**config.mk**
```make
export PLATFORM = sky130hd
export DESIGN_NAME = tc_pl_chips_opm_rd
export DESIGN_NICKNAME = d
export VERILOG_FILES = /design/src/rtl/tc_pl_chips_opm_pkg.sv /design/src/rtl/tc_pl_chips_opm_sclk.sv /design/src/rtl/tc_pl_chips_opm_rd.sv
export SDC_FILE = /design/constraint.sdc
export NUM_CORES = 1
export LEC_CHECK = 0
export CORE_ASPECT_RATIO = 1.75
export CORE_MARGIN = 4
export CORE_UTILIZATION = 43
export CTS_CLUSTER_DIAMETER = 50
export DETAILED_ROUTE_END_ITERATION = 10
export PLACE_DENSITY_LB_ADDON = 0.12
export SYNTH_ARGS = -nofsm -noshare
export SYNTH_HDL_FRONTEND = slang
export SYNTH_SLANG_ARGS = --single-unit
```
**constraint.sdc**
```tcl
create_clock -name clk125 -period 2.6 [get_ports clk125]
set_input_delay 0.26 -clock clk125 [delete_from_list [all_inputs] [get_ports clk125]]
set_output_delay 0.26 -clock clk125 [all_outputs]
set_load 0.05 [all_outputs]
```
**src/rtl/tc_pl_chips_opm_pkg.sv**
```systemverilog
// Shared types and defaults for the OPM0 serial link blocks.
// Imported by the OPM write and read-back masters.
package tc_pl_chips_opm_pkg;

  localparam int OPM_ADDR_W  = 7;
  localparam int OPM_DATA_W  = 16;
  localparam int OPM_CLK_DIV = 8;

  localparam logic OPM_CMD_RD = 1'b1;

  typedef enum logic [2:0] {
    ST_IDLE,
    ST_SETUP,
    ST_CMD,
    ST_DATA,
    ST_HOLD,
    ST_GAP
  } opm_st_e;

endpackage

```
**src/rtl/tc_pl_chips_opm_sclk.sv**
```systemverilog
// Half-phase counter and SCK generator for the OPM0 link.
// SCK toggles only while i_sck_en; phase-end ticks run whenever i_en.
import tc_pl_chips_opm_pkg::*;

module tc_pl_chips_opm_sclk #(
  parameter int CLK_DIV = OPM_CLK_DIV
) (
  input  logic clk125,
  input  logic rst,
  input  logic i_en,
  input  logic i_sck_en,
  output logic o_tick_lo_end,
  output logic o_tick_hi_end,
  output logic o_sck
);

  localparam int CW = $clog2(CLK_DIV);

  logic [CW-1:0] r_cnt;
  logic          r_sck;
  logic          w_tick;

  assign w_tick = i_en && (r_cnt == CW'(CLK_DIV - 1));

  always_ff @(posedge clk125 or negedge rst) begin
    if (!rst) begin
      r_cnt <= '0;
      r_sck <= 1'b0;
    end else if (!i_en) begin
      r_cnt <= '0;
      r_sck <= 1'b0;
    end else begin
      if (w_tick) r_cnt <= '0;
      else        r_cnt <= r_cnt + 1'b1;
      if (w_tick && i_sck_en) r_sck <= ~r_sck;
    end
  end

  assign o_tick_lo_end = w_tick & ~r_sck;
  assign o_tick_hi_end = w_tick &  r_sck;
  assign o_sck         = r_sck;

endmodule

```
**src/rtl/tc_pl_chips_opm_rd.sv**
```systemverilog
// OPM0 read-back master: SPI mode-0 register read for GP0.
// Define OPM_RD_PARITY_EN to clock and check an even parity bit.
import tc_pl_chips_opm_pkg::*;

module tc_pl_chips_opm_rd #(
  parameter int CLK_DIV = OPM_CLK_DIV,
  parameter int ADDR_W  = OPM_ADDR_W,
  parameter int DATA_W  = OPM_DATA_W
) (
  input  logic              clk125,
  input  logic              rst,
  input  logic              gp0_rq,
  input  logic [ADDR_W-1:0] gp0_rq_addr,
  output logic [DATA_W-1:0] gp0_rd_data,
  output logic              gp0_rd_vld,
  output logic              gp0_rd_busy,
  output logic              gp0_rd_err,
  output logic              OPM0_SCK,
  output logic              OPM0_CSN,
  output logic              OPM0_MOSI,
  input  logic              OPM0_MISO
);

`ifdef OPM_RD_PARITY_EN
  localparam int NBITS = DATA_W + 1;
`else
  localparam int NBITS = DATA_W;
`endif
  localparam int CMD_W = ADDR_W + 1;
  localparam int BMAX  = (NBITS > CMD_W) ? NBITS : CMD_W;
  localparam int BW    = $clog2(BMAX);

  opm_st_e           r_st;
  logic              r_start;
  logic [CMD_W-1:0]  r_cmd;
  logic [BW-1:0]     r_bit;
  logic [NBITS-1:0]  r_shin;
  logic [1:0]        r_sync;
  logic [DATA_W-1:0] r_data;
  logic              r_vld;
  logic              r_busy;
  logic              r_csn;
  logic              r_mosi;
  logic              r_err;

  logic              w_en;
  logic              w_sck_en;
  logic              w_lo_end;
  logic              w_hi_end;
  logic              w_sck;
  logic [DATA_W-1:0] w_word;
  logic              w_perr;

  assign w_en     = (r_st != ST_IDLE);
  assign w_sck_en = (r_st == ST_CMD) || (r_st == ST_DATA);

  tc_pl_chips_opm_sclk #(
    .CLK_DIV (CLK_DIV)
  ) u_sclk (
    .clk125        (clk125),
    .rst           (rst),
    .i_en          (w_en),
    .i_sck_en      (w_sck_en),
    .o_tick_lo_end (w_lo_end),
    .o_tick_hi_end (w_hi_end),
    .o_sck         (w_sck)
  );

`ifdef OPM_RD_PARITY_EN
  assign w_word = r_shin[NBITS-1:1];
  assign w_perr = (^r_shin[NBITS-1:1]) ^ r_shin[0];
`else
  assign w_word = r_shin;
  assign w_perr = 1'b0;
`endif

  always_ff @(posedge clk125 or negedge rst) begin
    if (!rst) begin
      r_st    <= ST_IDLE;
      r_start <= 1'b0;
      r_cmd   <= '0;
      r_bit   <= '0;
      r_shin  <= '0;
      r_sync  <= '0;
      r_data  <= '0;
      r_vld   <= 1'b0;
      r_busy  <= 1'b0;
      r_csn   <= 1'b1;
      r_mosi  <= 1'b0;
      r_err   <= 1'b0;
    end else begin
      r_sync <= {r_sync[0], OPM0_MISO};
      unique case (r_st)
        ST_IDLE: begin
          if (r_start) begin
            r_start <= 1'b0;
            r_st    <= ST_SETUP;
            r_busy  <= 1'b1;
            r_csn   <= 1'b0;
            r_vld   <= 1'b0;
            r_err   <= 1'b0;
            r_mosi  <= r_cmd[CMD_W-1];
            r_bit   <= BW'(CMD_W - 1);
            r_shin  <= '0;
          end else if (gp0_rq) begin
            r_start <= 1'b1;
            r_cmd   <= {OPM_CMD_RD, gp0_rq_addr};
          end
        end
        ST_SETUP: begin
          if (w_lo_end) r_st <= ST_CMD;
        end
        ST_CMD: begin
          if (w_hi_end) begin
            // the zero shifted in lands on MOSI for the DATA phase
            r_cmd  <= {r_cmd[CMD_W-2:0], 1'b0};
            r_mosi <= r_cmd[CMD_W-2];
            if (r_bit == '0) begin
              r_st  <= ST_DATA;
              r_bit <= BW'(NBITS - 1);
            end else begin
              r_bit <= r_bit - 1'b1;
            end
          end
        end
        ST_DATA: begin
          if (w_hi_end) begin
            r_shin <= {r_shin[NBITS-2:0], r_sync[1]};
            if (r_bit == '0) r_st  <= ST_HOLD;
            else             r_bit <= r_bit - 1'b1;
          end
        end
        ST_HOLD: begin
          if (w_lo_end) begin
            r_st   <= ST_GAP;
            r_csn  <= 1'b1;
            r_vld  <= 1'b1;
            r_data <= w_word;
            r_err  <= w_perr;
          end
        end
        ST_GAP: begin
          if (w_lo_end) begin
            r_st   <= ST_IDLE;
            r_busy <= 1'b0;
          end
        end
        default: r_st <= ST_IDLE;
      endcase
    end
  end

  assign gp0_rd_data = r_data;
  assign gp0_rd_vld  = r_vld;
  assign gp0_rd_busy = r_busy;
`ifdef OPM_RD_PARITY_EN
  assign gp0_rd_err  = r_err;
`else
  assign gp0_rd_err  = 1'b0 & r_err;
`endif
  assign OPM0_SCK    = w_sck;
  assign OPM0_CSN    = r_csn;
  assign OPM0_MOSI   = r_mosi;

endmodule

```
==> summary.md, run 1 <==
| Metric | Value |
|---|---|
| Result of the run | finished clean |
| Top-level port count | 33 |
| CP Capture Type | register |
| Wire length of the first global-routing pass | 8.83 mm |
| Path category of the worst min-delay check | in -> async |
| Number of hold violations in the final report | 0 |
| Via-to-Cell Ratio | 5.09 |
| Unrepaired setup endpoints after global routing | false |
| Net switching share of the total power | 0.369 |
| Total clock buffers created by CTS | 9 |
| CP Launch Type | register |
| Warnings from Yosys | 0 |
| Wirelength per Cell | 14.1 um |
| Setup violation total in the final timing report | 0 |
| Synth area leader | dfrtp_1 |
| Placement row count | 37 |
| Top cells by area, synth | dfrtp_1, nand2_1, mux2_2 |
| Antenna violations before repair | 0 |
| Die area | 0.00741 mm2 |
| Die extent in x | 66.8 um |
| Quantity of I/O buffers inserted on ports | 31 |
| Antenna Cells | 0 |
| Filler Cells Inserted | 571 |
| Flop and latch count out of synthesis | 58 |
| Root Buffer Master | clkbuf_8 |
| Maximum level of the CTS H-tree | 3 |
| Critical Path Fanout Max | 32 |
| Setup clock skew after layout | 6.63 ps |
| Sequential standard cell area | 0.00145 mm2 |
| Register-to-Register Setup Slack | 580 ps |
| Final weighted congestion in routability-driven placement | 0.755 |
| Iteration-0 DRC count of the detailed router | 71 |
| Total instance count after detailed placement | 349 |
| Count of cell types in the netlist | 45 |
| Synthesized netlist cell count | 245 |
| Fraction of layout cells with a size suffix above 1 | 0.167 |
| Number of max-cap violations | 0 |
| Post-route ant nets | 0 |
| TritonCTS clock tree | built |
| Sequential Power Share | 0.391 |
| Startpoint of the lowest-slack register-to-register path | u_sclk.r_cnt[0] |
| Final Cycle Share | 0.777 |
| Post-synthesis sequential area ratio | 0.558 |
| Top cell by count, worst path | ha_1 |
| Mean cell area of the mapped netlist | 10.6 um2 |
| Clock Sink Count | 58 |
| Worst-case clock buffer depth | 2 |
| Tot Pwr | 3.18 mW |
| Clk Latency, worst-skew pair | 330 ps |
| Gr busiest metal | met2 |
| Met1 layer usage reported by global route | 0.191 |
| Max stage delay on crit path | 670 ps |
| Dpl ws | 549 ps |
| Post-synthesis net count | 259 |
| Area of the mapped netlist | 0.00260 mm2 |
| Data required time at the worst endpoint | 2770 ps |
| Core Footprint | 0.00588 mm2 |
| Actual transition at the worst max-transition pin | 834 ps |
| Setup TNS | 0 ps |
| Starting utilization of the core area | 0.443 |
| Reg2reg path depth | 5 |
| Startpoint-to-endpoint class of the critical path | reg -> reg |
| Worst path arrival time | 2190 ps |
| Final instance count without filler cells | 366 |
| Via count of the first global-routing pass | 1903 |
| Switching power summed over all nets | 1.17 mW |
| Combinational share of power | 0.340 |
| Global Route Usage Sum | 0.157 |
| Final Max Tran Viols | 0 |
| Maximum achievable frequency | 495 MHz |
| Setup ws final | 580 ps |
| Met3 track utilization from global routing | 0.0487 |
| Largest vdd supply drop | 0.407 mV |
| Nets | 297 |
| Max stage delay cell, worst path | a21o_1 |
| Pwr/cell area | 993 mW/mm2 |
| DRC violations left | 0 |
| Leakage power total | 1.44 nW |
| Internal Pwr Total | 2.01 mW |
| Vias after detailed routing | 1864 |
| DP HPWL | 3.65 mm |
| Reg2Reg Capture Point | r_shin[12] |
| Area growth, synth to finish | 23.0% |
| Post-synth top area share | 0.548 |
| Grt ovf | 0 |
| Headroom to the max-slew limit | 0.444 |
| Cells along the critical path | ha_1 -> ha_1 -> nand4_1 -> a21o_1 -> o21ai_0 |
| Crit path max-delay family | compound AO/OA/AOI/OAI gates |
| Total routed wirelength | 5.15 mm |
| Clock slew at reported path FFs | 70 ps |
| Global Route met2 Usage | 0.248 |
| Number of detailed-routing iterations run before antenna repair | 4 |
| Pin count of the biggest net entering global routing | 33 |
| Final critical path time including I/O delays and setup | 2020 ps |
| Area taken by multi-input logic gates | 0.00104 mm2 |
| Clock group share of total power | 0.269 |
| Buffers plus inverters on the worst setup path | 0 |
| Die height | 111 um |
==> power groups by stage <==
stage | clock (mW) | sequential [mW] | combinational (mW)
2_1_floorplan | 0 | 1.29 | 0.770
3_3_place_gp | 0 | 1.26 | 1.08
3_5_place_dp | 0 | 1.26 | 1.09
4_1_cts | 0.875 | 1.25 | 1.10
5_1_grt | 0.928 | 1.27 | 1.20
6_report | 0.854 | 1.24 | 1.08
==> logic make-up after synthesis <==
| logic type | Yosys count | share of synthesized area |
|---|---|---|
| flops | 58 | 0.558 |
| simple gates | 83 | 0.147 |
| buf+inv | 20 | 0.0408 |
| fa+ha+maj | 3 | 0.0144 |
| compound gates | 55 | 0.135 |
| other cells | 1 | 0.00144 |
| xor+xnor | 1 | 0.00336 |
| mux | 24 | 0.100 |
==> what timing repair did <==
| item | in CTS | in global routing |
|---|---|---|
| resized for setup | 0 | 0 |
| hold endpoints to repair | 12 | 0 |
| endpoints found under the setup margin | 0 | 0 |
| buffers inserted | 0 | 0 |
| hold buffers | 1 | 0 |
==> worst max path at each step <==
stage | start | endpoint | slack, ps | cells past startpoint
after floorplan | u_sclk.r_cnt[0] | gp0_rd_data[10] | 830 | 7
after global placement | r_st[1] | r_cmd[2] | 610 | 5
after detailed placement | u_sclk.r_cnt[0] | r_shin[12] | 550 | 5
after CTS | u_sclk.r_cnt[0] | r_shin[12] | 540 | 5
after global routing | u_sclk.r_cnt[0] | r_shin[5] | 380 | 5
final | u_sclk.r_cnt[0] | r_shin[12] | 580 | 5
==> placed cells by master, fill, tap and decap left out, types with 3 or more instances in the layout <==
cell and n:
a21oi_1 5, buf_4 8, clkbuf_8 11, clkdlybuf4s50_1 30, dfrtp_1 57, ha_1 3, inv_1 7, mux2_2 17
mux2i_1 7, nand2_1 53, nand2b_1 4, nand4_1 3, nor2_1 8, nor3_1 3, o21ai_0 19, o21ai_1 8
==> routing by layer <==
metal  vias to the layer above  share of wire
met4                         0          0.021
met1                       891           0.42
met3                        11          0.036
met2                        37           0.52
met5                         -              0
li1                        925              -
==> through the flow <==
stage	hold slack, ps	instance area [um2]	utilization
finish	341	3200	0.545
global route	350	3200	0.545
CTS	340	3200	0.545
detailed placement	176	2990	0.508
global placement	178	2990	0.508
floorplan	-35.6	2600	-
==> cell usage after synthesis (all sizes together) <==
library cell  instances
mux2i                 7
dfrtp                57
a21boi                1
nor2                  8
a221oi                1
nand4                 3
mux2                 17
a21o                  1
inv                   7
a21oi                 5
nand2b                4
a32o                  1
or3                   2
o21ai                29
o311a                 1
nor3                  5
dfstp                 1
buf                  11
nand3                 1
a31oi                 2
clkbuf                2
o211ai                1
xnor2                 1
o221ai                1
a221o                 1
o21a                  1
a31o                  1
o2bb2ai               1
o22ai                 2
a2bb2oi               2
a211o                 2
nor3b                 2
conb                  1
or3b                  2
nand2                54
nor2b                 2
ha                    3
a41oi                 2
==> flip-flops by register name, indices dropped and copies added, names as in the netlist, 2 cells and up <==
register / count
r_bit: 4
r_shin: 16
gp0_rd_data: 16
r_sync: 2
u_sclk.r_cnt: 3
r_st: 3
r_cmd: 8
==> layout make-up <==
cell class,instances,share of cell area
Timing Repair Buffer,40,0.117
Sequential cell,58,0.454
Tap cell,78,0.0305
Clock inverter,4,0.0160
Multi-Input combinational cell,167,0.326
Inverter,7,0.00820
Clock buffer,12,0.0484
Power figures use the tool's default switching activity.
==> run 2, diff against run 1 <==
==> constraint.sdc (replaced) <==
create_clock -name clk125 -period 1.7 [get_ports clk125]
set_input_delay 0.17 -clock clk125 [delete_from_list [all_inputs] [get_ports clk125]]
set_output_delay 0.17 -clock clk125 [all_outputs]
set_load 0.05 [all_outputs]
==> run 2 against run 1 <==
Sequential share of layout area shrank 3.9 points. Die area is the same. Clock power grew 86%. Clock skew grew 0.80 ps. Hold slack lost 64 ps. Flip-flop and latch count is the same. Critical path type unchanged. Critical endpoint is now r_st[1].
==> summary.md, run 2 (synthesis gave the netlist of run 1 again) <==
| Metric | Value |
|---|---|
| Result of the run | finished clean |
| Wirelength per Cell | 14.2 um (+1.2%) |
| DP HPWL | 3.76 mm (+3.1%) |
| Antenna violations before repair | 0 (unchanged) |
| CP Launch Type | register |
| Number of detailed-routing iterations run before antenna repair | 4 (unchanged) |
| Pin count of the biggest net entering global routing | 44 (+33%) |
| Maximum level of the CTS H-tree | 3 (unchanged) |
| Number of max-cap violations | 0 (unchanged) |
| Register-to-Register Setup Slack | 50 ps (-530 ps) |
| Via-to-Cell Ratio | 5.16 (+1.3%) |
| Top library cells by usage in the layout, fill and taps aside | dfrtp_1, nand2_1, buf_4 |
| Top-level port count | 33 (unchanged) |
| Most frequent standard cell in the layout excluding fill and tap cells | dfrtp_1 |
| Die height | 111 um (unchanged) |
| Nets | 314 (+5.7%) |
| Leakage power total | 1.67 nW (+15%) |
| Final Max Tran Viols | 0 (unchanged) |
| Data required time at the worst endpoint | 1920 ps (-850 ps) |
| Clk Latency, worst-skew pair | 330 ps (about the same) |
| Final weighted congestion in routability-driven placement | 0.820 (+8.6%) |
| Total routed wirelength | 5.45 mm (+5.9%) |
| Worst Hold Endpoint | r_sync[0] |
| Clock Sink Count | 58 (unchanged) |
| Vias after detailed routing | 1975 (+6.0%) |
| Headroom to the max-slew limit | 0.663 (+0.219) |
| Die area | 0.00741 mm2 (unchanged) |
| Fraction of layout cells with a size suffix above 1 | 0.295 (+0.128) |
| Largest vdd supply drop | 1.01 mV (+150%) |
| Global Route Usage Sum | 0.165 (+0.00813) |
| Reg2reg path depth | 6 (+1) |
| Setup clock skew after layout | 7.42 ps (+0.797 ps) |
| Die extent in x | 66.8 um (unchanged) |
| CP Capture Type | register |
| Maximum achievable frequency | 605 MHz (+22%) |
| Number of hold violations in the final report | 0 (unchanged) |
| Area growth, synth to finish | 34.7% |
| Grt ovf | 0 (unchanged) |
| Final cell utilization of the core | 0.597 (+0.0519) |
| Post-route ant nets | 0 (unchanged) |
| Placement row count | 37 (unchanged) |
| Core Footprint | 0.00588 mm2 (unchanged) |
| Quantity of I/O buffers inserted on ports | 31 (unchanged) |
| Sequential standard cell area | 0.00145 mm2 (about the same) |
| Setup violation total in the final timing report | 0 (unchanged) |
| Worst path arrival time | 1870 ps (-320 ps) |
| Antenna Cells | 0 (unchanged) |
| Starting utilization of the core area | 0.443 (unchanged) |
| Worst-case clock buffer depth | 2 (unchanged) |
| Critical Path Fanout Max | 3 (-91%) |
| Worst Hold Path Cells | 1 |
| Total clock buffers created by CTS | 9 (unchanged) |
| Filler Cells Inserted | 522 (-8.6%) |
| Iteration-0 DRC count of the detailed router | 107 (+51%) |
| Startpoint of the lowest-slack hold path | OPM0_MISO |
| Reg2Reg Capture Point | r_st[1] |
| Wire length of the first global-routing pass | 9.43 mm (+6.8%) |
| Final critical path time including I/O delays and setup | 1650 ps (-366 ps) |
| Actual transition at the worst max-transition pin | 505 ps (-329 ps) |
| Pwr/cell area | 1580 mW/mm2 (+59%) |
| Tot Pwr | 5.54 mW (+74%) |
| Startpoint-to-endpoint class of the critical path | reg -> reg |
| DRC violations left | 0 (unchanged) |
| Root Buffer Master | clkbuf_8 |
| Startpoint of the lowest-slack register-to-register path | r_bit[1] |
| Path category of the worst min-delay check | in -> reg |
| Clock slew at reported path FFs | 70 ps (about the same) |
| Via count of the first global-routing pass | 1998 (+5.0%) |
| Area taken by multi-input logic gates | 0.00111 mm2 (+6.7%) |
| TritonCTS clock tree | built |
| Final Cycle Share | 0.973 (+0.196) |
## run 2: cell type report
type / instances / area share
flip-flops and latches: 58 / 0.414
multi-input cells: 167 / 0.318
repair buffers: 57 / 0.160
clock buffers: 12 / 0.0442
clock inverters: 4 / 0.0278
well taps: 78 / 0.0278
inverters: 7 / 0.00749
## run 2: where the power goes
group	total [mW]	internal [mW]	switching (mW)	leakage [nW]
clock network	1.59	1.05	0.537	0.123
registers	1.84	1.64	0.193	0.755
logic	2.11	0.944	1.17	0.788
## run 2: worst max path at each step
stage                                 end            start  cells past startpoint  slack, ps
after global routing             r_bit[3]         r_bit[1]                      7        -10
after detailed placement         r_cmd[3]           gp0_rq                      5       -120
after global placement           r_cmd[3]           gp0_rq                      5       -100
final                             r_st[1]         r_bit[1]                      6         50
after floorplan           gp0_rd_data[10]  u_sclk.r_cnt[0]                      7         30
after CTS                         r_st[1]         r_bit[1]                      6        0.8
## run 2: worst max-delay path, stage by stage, from the launching register on
cell and delay, ps:
dfrtp_1 390, inv_2 90, ha_4 140, inv_1 50
or3_4 340, o311a_1 330, a31o_2 210
## run 2: repair_timing
item,4_1_cts,5_1_grt
endpoints found under the setup margin,20,33
hold buffers,1,0
hold endpoints to repair,14,0
buffers inserted,1,2
pin swaps,1,2
resized for setup,3,16
## run 2: per-layer routing
layer / up-vias / track usage / part of all wire
li1: 960 / - / -
met5: - / 0 / 0
met4: 0 / 0.0733 / 0.026
met1: 964 / 0.200 / 0.41
met3: 12 / 0.0375 / 0.029
met2: 39 / 0.273 / 0.53
## run 2: metrics by stage
stage,worst slack [ps],setup TNS [ps],hold WS (ps),instances,area (um2)
after floorplan,25.9,0,-126,245,2610
after global placement,-102,-721,117,363,3150
after detailed placement,-124,-896,115,363,3150
after CTS,0.829,0,258,381,3430
after global routing,-13.1,-24.5,268,383,3510
final,45.8,0,277,383,3510
